`src/rtl/blinky_pkg.sv`:
```
// Shared mode encodings and default timing constants for the LED blinker front end.
package blinky_pkg;

  typedef enum logic [1:0] {
    MODE_OFF   = 2'd0,
    MODE_SLOW  = 2'd1,
    MODE_FAST  = 2'd2,
    MODE_SOLID = 2'd3
  } mode_t;

  localparam int unsigned CLK_HZ        = 62500000;
  localparam int unsigned DEBOUNCE_10MS = CLK_HZ / 100;
  localparam int unsigned SLOW_HALF_DEF = CLK_HZ / 2;
  localparam int unsigned FAST_HALF_DEF = CLK_HZ / 8;

  function automatic mode_t next_mode(input mode_t m);
    case (m)
      MODE_OFF:   next_mode = MODE_SLOW;
      MODE_SLOW:  next_mode = MODE_FAST;
      MODE_FAST:  next_mode = MODE_SOLID;
      default:    next_mode = MODE_OFF;
    endcase
  endfunction

endpackage

```
`src/rtl/btn_debounce.sv`:
```
// Two-flop synchroniser, stable-level debouncer and rising-edge press detector.
// press_pulse is combinational from registers so the parent can act on the same edge it registers it.
module btn_debounce
  import blinky_pkg::*;
#(
  parameter int unsigned DEBOUNCE_CYCLES = DEBOUNCE_10MS
) (
  input  logic clk,
  input  logic rst,
  input  logic btn,
  output logic btn_db,
  output logic press_pulse
);

  localparam int unsigned DW = $clog2(DEBOUNCE_CYCLES + 1);

  logic          r_sync_q1;
  logic          r_sync_q2;
  logic          r_btn_db;
  logic          r_btn_db_d;
  logic [DW-1:0] r_dcnt;

  always_ff @(posedge clk) begin
    if (rst) begin
      r_sync_q1  <= 1'b0;
      r_sync_q2  <= 1'b0;
      r_btn_db   <= 1'b0;
      r_btn_db_d <= 1'b0;
      r_dcnt     <= '0;
    end else begin
      r_sync_q1  <= btn;
      r_sync_q2  <= r_sync_q1;
      r_btn_db_d <= r_btn_db;
      // Any cycle agreeing with the accepted level discards the partial count.
      if (r_sync_q2 != r_btn_db) begin
        if (r_dcnt == DW'(DEBOUNCE_CYCLES - 1)) begin
          r_btn_db <= r_sync_q2;
          r_dcnt   <= '0;
        end else begin
          r_dcnt <= r_dcnt + DW'(1);
        end
      end else begin
        r_dcnt <= '0;
      end
    end
  end

  assign btn_db      = r_btn_db;
  assign press_pulse = r_btn_db & ~r_btn_db_d;

endmodule

```
`src/rtl/blinky_mode_ctrl.sv`:
```
// Button-driven four-mode LED controller: OFF -> SLOW blink -> FAST blink -> SOLID -> OFF.
module blinky_mode_ctrl
  import blinky_pkg::*;
#(
  parameter int unsigned DEBOUNCE_CYCLES = DEBOUNCE_10MS,
  parameter int unsigned SLOW_HALF       = SLOW_HALF_DEF,
  parameter int unsigned FAST_HALF       = FAST_HALF_DEF
) (
  input  logic       clk,
  input  logic       rst,
  input  logic       btn,
  output logic       led0_b,
  output logic [1:0] mode,
  output logic       press_pulse
);

  localparam int unsigned HALF_MAX = (SLOW_HALF > FAST_HALF) ? SLOW_HALF : FAST_HALF;
  localparam int unsigned BW       = $clog2(HALF_MAX);

  logic          w_btn_db;
  logic          w_press;
  logic [BW-1:0] w_half_m1;
  mode_t         w_next_mode;

  mode_t         r_mode;
  logic          r_led;
  logic          r_press;
  logic [BW-1:0] r_bcnt;

  btn_debounce #(
    .DEBOUNCE_CYCLES(DEBOUNCE_CYCLES)
  ) u_db (
    .clk        (clk),
    .rst        (rst),
    .btn        (btn),
    .btn_db     (w_btn_db),
    .press_pulse(w_press)
  );

  always_comb begin
    w_half_m1   = (r_mode == MODE_FAST) ? BW'(FAST_HALF - 1) : BW'(SLOW_HALF - 1);
    w_next_mode = next_mode(r_mode);
  end

  always_ff @(posedge clk) begin
    if (rst) begin
      r_mode  <= MODE_OFF;
      r_led   <= 1'b0;
      r_press <= 1'b0;
      r_bcnt  <= '0;
    end else begin
      r_press <= w_press;
      if (w_press) begin
        // Every mode except OFF starts with the LED on and a fresh half-period.
        r_mode <= w_next_mode;
        r_bcnt <= '0;
        r_led  <= (w_next_mode != MODE_OFF);
      end else begin
        case (r_mode)
          MODE_OFF: begin
            r_led  <= 1'b0;
            r_bcnt <= '0;
          end
          MODE_SOLID: begin
            r_led  <= 1'b1;
            r_bcnt <= '0;
          end
          default: begin
            if (r_bcnt == w_half_m1) begin
              r_bcnt <= '0;
              r_led  <= ~r_led;
            end else begin
              r_bcnt <= r_bcnt + BW'(1);
            end
          end
        endcase
      end
    end
  end

  assign led0_b      = r_led;
  assign mode        = r_mode;
  assign press_pulse = r_press;

endmodule

```
`config.mk`:
```
export PLATFORM = sky130hd
export DESIGN_NAME = blinky_mode_ctrl
export DESIGN_NICKNAME = d
export VERILOG_FILES = /design/src/rtl/blinky_pkg.sv /design/src/rtl/btn_debounce.sv /design/src/rtl/blinky_mode_ctrl.sv
export SDC_FILE = /design/constraint.sdc
export NUM_CORES = 1
export LEC_CHECK = 0
export CAP_MARGIN = 40
export CORE_MARGIN = 2
export CORE_UTILIZATION = 50
export DETAILED_ROUTE_END_ITERATION = 7
export PLACE_DENSITY = 0.78
export SYNTH_ARGS = -nofsm -noshare
export SYNTH_HDL_FRONTEND = slang
export SYNTH_SLANG_ARGS = --single-unit
```
`constraint.sdc`:
```
create_clock -name clk -period 3.55 [get_ports clk]
set_input_delay 0.5325 -clock clk [delete_from_list [all_inputs] [get_ports clk]]
set_output_delay 0.5325 -clock clk [all_outputs]
set_load 0.02 [all_outputs]
```
After elaboration in Yosys (flattened, before gate mapping)
Index checks and enable logic that the tools add are counted.
{ "word_totals": {"wordCells": 32, "out_inout_bits": 4, "inputBits": 3, "regBits": 53} }
{ "op_classes": {"eq_ne": 6, "bitwise": 4, "n_addsub": 2, "n_reduce_logical": 6, "n_mux": 5} }
{ "ops": {"columns": ["operator", "count"], "rows": [
  ["$add 25x1->25 const B", 1],
  ["$eq 25x25->1", 1],
  ["$mux 25", 1],
  ["$add 20x1->20 const B", 1],
  ["$eq 20x20->1 const B", 1],
  ["$pmux 2 s3", 1],
  ["$reduce_or 5->1", 1],
  ["$eq 2x2->1 const B", 2],
  ["$reduce_bool 4->1", 1],
  ["$not 1->1", 3],
  ["$reduce_or 3->1", 1],
  ["$eq 2x1->1 const B", 1],
  ["$logic_not 2->1", 1],
  ["$mux 1", 2],
  ["$pmux 1 s2", 1],
  ["$reduce_and 2->1", 1],
  ["$reduce_bool 2->1", 1],
  ["$and 1x1->1", 1],
  ["$ne 1x1->1", 1]
]} }

Longest topological paths before layout
{ "depth": {"word_depth": 6, "mapped_depth": 8, "depth_no_buf": 7} }

Hierarchy
Synthesis repeated with hierarchy kept, for this count alone.
{ "unflattened": {"hier_cells": 283, "area_unflattened_um2": 2472.4} }
{ "by_module_without_submodules": {"columns": ["mod", "area_each_um2", "seq_area_each_um2", "cells_each", "n_inst"], "rows": [
  ["blinky_mode_ctrl", 1441.4, 580.6, 167, 1],
  ["btn_debounce", 1031.0, 480.5, 116, 1]
]} }

Worst setup path after synthesis
OpenSTA, ideal clock, no wires.
{ "synth_path": {"path_type": "reg2reg", "from": "reg r_mode[0] (netlist: mode[0])", "to": "reg r_bcnt[2]", "required_ns": 3.435, "setup_ns": 0.115, "stages_incl_launch_ff": 9, "period_less_slack_ns": 1.938, "n_path_buf": 1, "arrival_time_ns": 1.823, "slack_ns": 1.612, "path_cell_list": "dfxtp_1 inv_1 ha_1 nor3_1 a22o_1 o21ai_0 o21ai_2 buf_6 nor2_1"} }
{ "synth_via": {"elab_chain_cells": 4, "elab_cells_between_ends": 6, "classes_between": "eq/ne: 3; mux: 1; reduce/logical: 2"} }
{ "synth_rtl": {"columns": ["element", "line_no", "source"], "rows": [
  ["start, declared", "blinky_mode_ctrl.sv:25", "mode_t r_mode;"],
  ["start signal, assigned", "blinky_mode_ctrl.sv:55", "r_mode <= w_next_mode;"],
  ["$eq 2x2->1", "blinky_mode_ctrl.sv:41", "w_half_m1 = (r_mode == MODE_FAST) ? BW'(FAST_HALF - 1) : BW'(SLOW_HALF - 1);"],
  ["$mux 25", "blinky_mode_ctrl.sv:41", null],
  ["$eq 25x25->1", "blinky_mode_ctrl.sv:69", "if (r_bcnt == w_half_m1) begin"],
  ["$reduce_or 5->1 (no source line) *", null, null],
  ["end signal, assigned", "blinky_mode_ctrl.sv:73", "r_bcnt <= r_bcnt + BW'(1);"],
  ["end, declared", "blinky_mode_ctrl.sv:28", "logic [BW-1:0] r_bcnt;"]
]} }
Every way passes the cells marked *; elsewhere a longest branch is shown, timed or not.
A chain may end at the register's enable or synchronous reset.

Final worst setup path
{ "layout_path": {"from": "reg r_mode[0] (netlist: mode[0])", "to": "reg r_bcnt[18]"} }
Same word-level chain as after synthesis.

==> impl_metrics.ini <==
[timing]
setup_tns_ns = 0
timing.max_slew.rel_slack = 0.535
timing.fmax_ghz = 0.452
setup_viol = 0
period_minus_slack_ns = 2.21
rsz0062_at_grt = false
slew_violations = 0
finalHoldViolCount = 0
timing.final.crit_share = 0.623
fin_skew_ns = 0.00388
max_slew.worst_pin.slew_ns = 0.692

[setup_path]
end_kind = register
path_class = reg -> reg
required_ns = 3.75
startpoint_type = register
reg2reg_slack_ns = 1.34
cp_max_fo = 13
cp_data_arrival_time_ns = 2.41
reg2reg_depth = 8
reg2reg_to = r_bcnt[18]$_SDFF_PP0_
timing.rr.start = mode[0]$_SDFFE_PP0P_

[routing]
met1_length_mm = 2.18
viasPerCell = 5.40
vias = 1949
ant_nets = 0
wl_per_cell_um = 13.0
initialDrtViolationCount = 191
drc = 0
met2WireLength_mm = 2.19
wl_mm = 4.71
drt-pass1-iter-count = 4
wl_met3_um = 281
top_layer = met4

[placed_design]
dpl.cell_count = 353
port_buffers = 6
gp_congestion = 0.956
dp_hpwl_mm = 3.37
place_area_sq_mm = 0.00258

[cts]
cts.clk_slew.worst_paths_ns = 0.09
ctsHoldBuffers = 0
tritoncts = done
cts_buffer_depth = 2
ctsRootBufferMaster = clkbuf_8
cts_buffers = 5
clk_latency_ns = 0.30
h-tree-depth = 2
post_cts_buffers = 0
cts_resized = 0
clock-sinks = 53

[cells_and_area]
final_area_sq_mm = 0.00268
diodes = 0
nets = 302
area.growth.synth_to_final_pct = 7.96
fin_cells = 361
most-common-layout-cells = nor2_1 (62), dfxtp_1 (53), xor2_1 (24)
layout_commonest_cell = nor2_1
drive_gt1_frac = 0.0510

[power_and_ir_drop]
vdd_drop_max_mv = 0.174
powerDensity_mw_per_mm2 = 356
p_leak_nw = 0.821
p_total_mw = 0.954

[synthesis]
synth_top_area_frac = 0.427
synthTopCellsByArea = dfxtp_1 (43%), nor2_1 (9.4%), xor2_1 (8.5%), xnor2_1 (6.0%), nand3_1 (4.0%)
synth_cell_types = 36
ys.flop_type = dfxtp_1
syn_nets = 296
syn_area_sq_mm = 0.00248
postSynthRegisterBits = 53
ys_warn_count = 0
syn_inst = 287
synth_edf_count = 0
seq_area_frac_synth = 0.427
syn_avg_cell_area_sq_um = 8.65
yosysTopAreaCell = dfxtp_1
synth-async-reset-ratio = 0

[flow_run]
drv_cap = 0

[global_routing]
grt_use_total = 0.184
grt_pass1_wl_mm = 7.84
grt_overflow = 0
grt_max_degree = 20
antenna_found_initial = 0
grt_pass1_vias = 1791

[floorplanning]
ios = 7
initial_core_util = 0.522
die_area_sq_mm = 0.00554
core_region_area_sq_mm = 0.00475
num_rows = 25
die_y_um = 74.5
die-width_um = 74.5

[run_status]
status = completed

[worst_hold_path]
min_path_cells = 1
holdCritStartpoint = u_db.r_btn_db_d$_SDFF_PP0_
hp-class = reg -> reg
min_to = press_pulse$_SDFF_PP0_
-- worst max-delay path, cell delays in order (launching register included) --
cell       delay [ns]
dfxtp_1          0.40
inv_1            0.09
ha_1             0.27
nand4bb_1        0.20
nor4_1           0.21
o21ai_0          0.17
o21ai_2          0.47
buf_6            0.23
nor2_1           0.06
-- synthesized netlist by cell type, drive strengths merged (3+ instances only) --
cell	n
nand3	20
nor3	7
xnor2	17
ha	6
nand4	13
mux2i	3
and4	4
clkbuf	3
nor2b	7
xor2	24
inv	10
or2	3
buf	5
nor4	9
and3	3
dfxtp	53
o21ai	4
nand2	14
nor2	62
-- cell families after synthesis --
family	count (synthesis)	synth area share
AO/OA/AOI/OAI	11	0.0323
XOR/XNOR	41	0.145
adder cells (fa/ha/maj)	6	0.0302
buffers and inverters	18	0.0368
flip-flops	53	0.427
multiplexers	3	0.0121
AND/OR/NAND/NOR	155	0.317
-- worst max path at each step --
| stage | to | from | depth (start not counted) |
|---|---|---|---|
| 6_report | r_bcnt[18]$_SDFF_PP0_ | mode[0]$_SDFFE_PP0P_ | 8 |
| 4_1_cts | r_bcnt[4]$_SDFF_PP0_ | mode[0]$_SDFFE_PP0P_ | 8 |
| 5_1_grt | r_bcnt[18]$_SDFF_PP0_ | mode[0]$_SDFFE_PP0P_ | 8 |
| 2_1_floorplan | r_bcnt[2]$_SDFF_PP0_ | mode[0]$_SDFFE_PP0P_ | 8 |
| 3_5_place_dp | r_bcnt[18]$_SDFF_PP0_ | mode[0]$_SDFFE_PP0P_ | 8 |
| 3_3_place_gp | r_bcnt[16]$_SDFF_PP0_ | mode[0]$_SDFFE_PP0P_ | 7 |
-- routing by layer --
metal / up-vias / GRT usage
met5: - / 0
met4: 0 / 0.0615
met3: 4 / 0.0447
met2: 46 / 0.295
met1: 909 / 0.243
li1: 990 / -
-- where the power goes --
part	total, mW	switching, mW	internal (mW)
registers	0.596	0.000829	0.595
logic	0.00746	0.00399	0.00347
clock network	0.351	0.192	0.158
total	0.954	0.197	0.757
-- area by class of cell --
| type | count | area [sq um] |
|---|---|---|
| timing repair buffer | 7 | 71.3 |
| inverter | 10 | 37.5 |
| sequential | 53 | 1060 |
| clock buffer | 6 | 82.6 |
| clock inverter | 2 | 13.8 |
| multi-input combinational | 216 | 1330 |
| fill | 445 | 2070 |
| tap | 67 | 83.8 |
-- flip-flops by register name, summed over array words and instances (netlist names) --
| name | flops |
|---|---|
| r_bcnt | 25 |
| u_db.r_dcnt | 20 |
| mode | 2 |
| led0_b | 1 |
| press_pulse | 1 |
| u_db.btn_db | 1 |
| u_db.r_btn_db_d | 1 |
| u_db.r_sync_q1 | 1 |
| u_db.r_sync_q2 | 1 |
-- metrics by stage --
| step | utilization | hold slack, ns | setup slack [ns] |
|---|---|---|---|
| 3_5_place_dp | 0.543 | 0.415 | 1.32 |
| 6_report | 0.564 | 0.424 | 1.34 |
| 4_1_cts | 0.564 | 0.429 | 1.31 |
| 2_1_floorplan | - | 0.392 | 1.61 |
| 5_1_grt | 0.564 | 0.439 | 1.06 |
| 3_3_place_gp | 0.541 | 0.397 | 1.22 |
Note: power is estimated with default switching activity, not from simulation.
